`config.mk`:
```
export PLATFORM = sky130hd
export DESIGN_NAME = irq_controller
export DESIGN_NICKNAME = d
export VERILOG_FILES = /design/src/rtl/irq_controller.sv
export SDC_FILE = /design/constraint.sdc
export NUM_CORES = 1
export LEC_CHECK = 0
export CAP_MARGIN = 20
export CORE_UTILIZATION = 43
export CTS_BUF_LIST = sky130_fd_sc_hd__clkbuf_8 sky130_fd_sc_hd__clkbuf_16
export DETAILED_ROUTE_END_ITERATION = 16
export PLACE_DENSITY = 0.83
export SYNTH_ARGS = -nofsm -noshare
export SYNTH_HDL_FRONTEND = slang
export SYNTH_SLANG_ARGS = --single-unit
```
`constraint.sdc`:
```
create_clock -name i_clk -period 1.4 [get_ports i_clk]
set_input_delay 0.28 -clock i_clk [delete_from_list [all_inputs] [get_ports i_clk]]
set_output_delay 0.28 -clock i_clk [all_outputs]
set_load 0.1 [all_outputs]
```
`src/rtl/irq_controller.sv`:
```
// External-interrupt source for cop0: latches rising edges of the peripheral lines,
// picks the lowest-index enabled event, and runs a req/ack/eret handshake with one interrupt in service at a time.
module irq_controller #(
    parameter int N_SRC = 8,
    parameter int ID_W  = 3
) (
    input  logic             i_clk,
    input  logic             i_rst,
    input  logic [N_SRC-1:0] i_src,
    input  logic             i_mask_we,
    input  logic [N_SRC-1:0] i_mask_data,
    input  logic             i_ack,
    input  logic             i_eret,
    output logic             o_irq,
    output logic [ID_W-1:0]  o_irq_id,
    output logic [N_SRC-1:0] o_pending,
    output logic [N_SRC-1:0] o_mask,
    output logic             o_busy
);

    typedef enum logic [1:0] {
        IDLE    = 2'd0,
        REQ     = 2'd1,
        SERVICE = 2'd2
    } state_t;

    state_t           state_r;
    state_t           state_next_s;
    logic [N_SRC-1:0] src_q_r;
    logic [N_SRC-1:0] pending_r;
    logic [N_SRC-1:0] mask_r;
    logic [ID_W-1:0]  id_r;
    logic [ID_W-1:0]  id_next_s;
    logic             irq_r;
    logic             busy_r;
    logic [N_SRC-1:0] rise_s;
    logic [N_SRC-1:0] cand_s;
    logic [N_SRC-1:0] clr_s;
    logic [ID_W-1:0]  win_id_s;

    function automatic logic [N_SRC-1:0] onehot_f(input logic [ID_W-1:0] idx);
        logic [N_SRC-1:0] v;
        for (int k = 0; k < N_SRC; k++) begin
            v[k] = (ID_W'(k) == idx);
        end
        return v;
    endfunction

    assign rise_s = i_src & ~src_q_r;
    assign cand_s = pending_r & mask_r;

    // Lowest-index candidate wins: scan downward so the last hit is the smallest index.
    always_comb begin
        win_id_s = {ID_W{1'b0}};
        for (int k = N_SRC - 1; k >= 0; k--) begin
            if (cand_s[k]) begin
                win_id_s = ID_W'(k);
            end else begin
                win_id_s = win_id_s;
            end
        end
    end

    // Handshake next-state, id latch and pending-clear decode.
    always_comb begin
        state_next_s = state_r;
        id_next_s    = id_r;
        clr_s        = {N_SRC{1'b0}};
        case (state_r)
            IDLE: begin
                if (cand_s != {N_SRC{1'b0}}) begin
                    state_next_s = REQ;
                    id_next_s    = win_id_s;
                end else begin
                    state_next_s = IDLE;
                end
            end
            REQ: begin
                // The request stays up with a frozen id until cop0 acknowledges it.
                if (i_ack) begin
                    state_next_s = SERVICE;
                    clr_s        = onehot_f(id_r);
                end else begin
                    state_next_s = REQ;
                end
            end
            SERVICE: begin
                if (i_eret) begin
                    state_next_s = IDLE;
                end else begin
                    state_next_s = SERVICE;
                end
            end
            default: begin
                state_next_s = IDLE;
            end
        endcase
    end

    // State, registers and registered outputs; a new edge beats a same-cycle clear.
    always_ff @(posedge i_clk) begin
        if (i_rst) begin
            state_r   <= IDLE;
            src_q_r   <= {N_SRC{1'b0}};
            pending_r <= {N_SRC{1'b0}};
            mask_r    <= {N_SRC{1'b0}};
            id_r      <= {ID_W{1'b0}};
            irq_r     <= 1'b0;
            busy_r    <= 1'b0;
        end else begin
            state_r   <= state_next_s;
            src_q_r   <= i_src;
            pending_r <= (pending_r & ~clr_s) | rise_s;
            mask_r    <= i_mask_we ? i_mask_data : mask_r;
            id_r      <= id_next_s;
            irq_r     <= (state_next_s == REQ);
            busy_r    <= (state_next_s == SERVICE);
        end
    end

    assign o_irq     = irq_r;
    assign o_irq_id  = id_r;
    assign o_pending = pending_r;
    assign o_mask    = mask_r;
    assign o_busy    = busy_r;

endmodule
```
==> flow_metrics.tcl <==
set metrics [dict create \
    status "completed" \
    required_ns 1.57 \
    post-route-util 0.776 \
    setup_viol 0 \
    cts_tree "done" \
    antenna_cells 0 \
    dp_slack_ns -0.135 \
    hold_viol 0 \
    dieArea_sq_um 3000 \
    layout.nets 190 \
    r2r_start "state_r[0]$_SDFF_PP0_" \
    yosys.area_share.simple 0.201 \
    io_pins 42 \
    drt_wl_total_um 2900 \
    worst_setup_path_start_kind "input port" \
    skew_ns 0.00901 \
    cts_made_buffers 5 \
    tns_ns 0 \
    final_common_cell "buf_12" \
    drt-initial-drc-count 20 \
    fillCellCount 164 \
    synth.largest_area_cell "dfxtp_1" \
    yosysUniqueCellTypes 26 \
    end_kind "register" \
    clkPwrFrac 0.265 \
    fin_ws_ns 0.152 \
    drcViolationCount 0 \
    die_w_um 54.8 \
    clk_path_buf_depth 2 \
    vias_per_cell 5.36 \
    h-tree-depth 2 \
    synth_xor_area_frac 0 \
    worstPathArrival_ns 1.42 \
    hp-start "src_q_r[7]$_SDFF_PP0_" \
    clock_sinks 31 \
    finalCriticalPeriod_ns 1.25 \
    design_area_sq_um 1970 \
    intPower_mw 1.59 \
    finalMaxSlewViolations 0 \
    ys_seq_area_frac 0.518 \
    path_cells "clkdlybuf4s50_1 > and3b_4 > nand2_2 > o31ai_1 > a21oi_1" \
    hold_ws_ns 0.477 \
    fin_crit_sh 0.892 \
    synth_cells 122 \
    worst_slew_pin_slew_ns 0.382 \
    gp_congestion 0.765 \
    start_util 0.471 \
    antenna_left 0 \
    synth_area_leaders "dfxtp_1 (52%), mux2i_1 (6.7%), nand2b_1 (5.2%), a21oi_1 (4.6%), nor2b_1 (4.2%)" \
    pwr-share-seq 0.428 \
    most-common-layout-cells "buf_12 (21), clkdlybuf4s50_1 (20), dfxtp_2 (15), nor2_1 (12), dfxtp_1 (12)" \
    p_leak_nw 0.790 \
    placed_cell_area_sq_um 1890 \
    grt_pass1_wl_um 4510 \
    synth-seq-cells 31 \
    rsz0062_at_grt "no" \
    cts_resized 0 \
    ys.flop_type "dfxtp_1" \
    port_buffers 41 \
    syn_area_sq_um 1200 \
    postSynthAreaPerCell_sq_um 9.83 \
    synth_fp_nets 143 \
    synth_top_family_by_area "simple AND/OR/NAND/NOR gates" \
    max_freq_mhz 801 \
    chipHeight_um 54.8 \
    dp.cells 192 \
    root_buffer "clkbuf_8" \
    synthAdderAreaFrac 0 \
    grt_overflow 0 \
    swShare 0.348 \
    synth_top_area_frac 0.518 \
    synth_edf_count 0 \
    slew_headroom 0.744 \
    layout-drive-gt1-share 0.335 \
    p_per_area_nw_per_um2 1240 \
    area_growth_pct 64.7 \
    hold_class "register to register" \
    p_total_mw 2.45 \
    startpoint "i_ack" \
    synth-compound-area-share 0.191 \
    synthMuxAreaShare 0.0668 \
    maxCapViolations 0 \
    antenna_found_initial 0 \
    grt_pass1_vias 988 \
    postCtsSetupBuffers 0 \
    grt_max_degree 20 \
    slowest_delay_ns 0.51 \
    clk_latency_ns 0.28 \
    vias 1072 \
    peakVddDrop_v 0.00102 \
    critPathKind "input port to register" \
    dp_hpwl_um 2260 \
    fin_cells 200 \
    async_flop_share 0 \
    wl_per_cell_um 14.5 \
    clk_pin_slew_worst_paths_ns 0.07 \
    yosysWarnings 0 \
    critPathSlowestCell "clkdlybuf4s50_1" \
    dr.pass1.iters 4 \
    power_frac_comb 0.307 \
    rows 18 \
    critPathMaxFanout 4 \
    grt_util_all_layers 0.228 \
    core_area_sq_um 2540 \
    cts_hold_buf 0 \
    p_sw_mw 0.852 \
]
-- synthesized netlist by cell type, drive strengths merged, types with 2 or more instances --
cell    instances
nor2           12
a211oi          3
o31ai           2
mux2i           8
a22oi           4
o21ai           6
dfxtp          31
nand2b         11
o31a            2
a21oi          11
buf             3
a32o            2
nand2          11
nor2b           8
-- power groups by stage --
stage / clock network (mW) / registers (mW) / logic [mW]
6_report: 0.648 / 1.05 / 0.751
5_1_grt: 0.714 / 1.06 / 0.784
4_1_cts: 0.668 / 1.04 / 0.755
3_5_place_dp: 0 / 1.06 / 0.752
3_3_place_gp: 0 / 1.06 / 0.739
2_1_floorplan: 0 / 1.35 / 0.148
-- cell families after synthesis --
kind of cell	count (synthesis)
AO/OA/AOI/OAI	33
AND/OR/NAND/NOR	45
multiplexers	8
buffers and inverters	5
flip-flops	31
-- routing by layer --
metal / track usage / wire (um) / vias up / share of wire
met3: 0.0639 / 252 / 15 / 0.087
met4: 0.167 / 122 / 0 / 0.042
met2: 0.376 / 1400 / 58 / 0.48
met1: 0.246 / 1120 / 474 / 0.39
met5: 0 / 0 / - / 0
li1: - / - / 525 / -
-- worst paths after layout --
check / slack [ns] / cells after the start / to
setup reg to reg: 0.15 / 4 / o_pending[1]$_SDFF_PP0_
hold / removal: 0.48 / 2 / o_pending[7]$_SDFF_PP0_
setup / recovery: 0.15 / 5 / o_pending[1]$_SDFF_PP0_
hold reg to reg: 0.48 / 2 / o_pending[7]$_SDFF_PP0_
-- critical path, delay by kind of cell --
family	cells	cell delay [ns]
buffers and inverters	1	0.51
AND/OR/NAND/NOR	2	0.32
AO/OA/AOI/OAI	2	0.32
-- sequential cells by signal, summed over array words and instances, names as in the netlist --
name and cells:
o_irq 1, src_q_r 8, o_pending 8, state_r 2
o_busy 1, o_mask 8, o_irq_id 3
-- final cells by class --
type,count,area [sq um],area share
multi-input combinational,86,551,0.279
inverter,1,3.75,0.00190
sequential,31,654,0.331
timing repair buffer,44,643,0.326
clock inverter,3,16.3,0.00824
tap,30,37.5,0.0190
clock buffer,5,68.8,0.0349
Note: power is estimated with default switching activity, not from simulation.
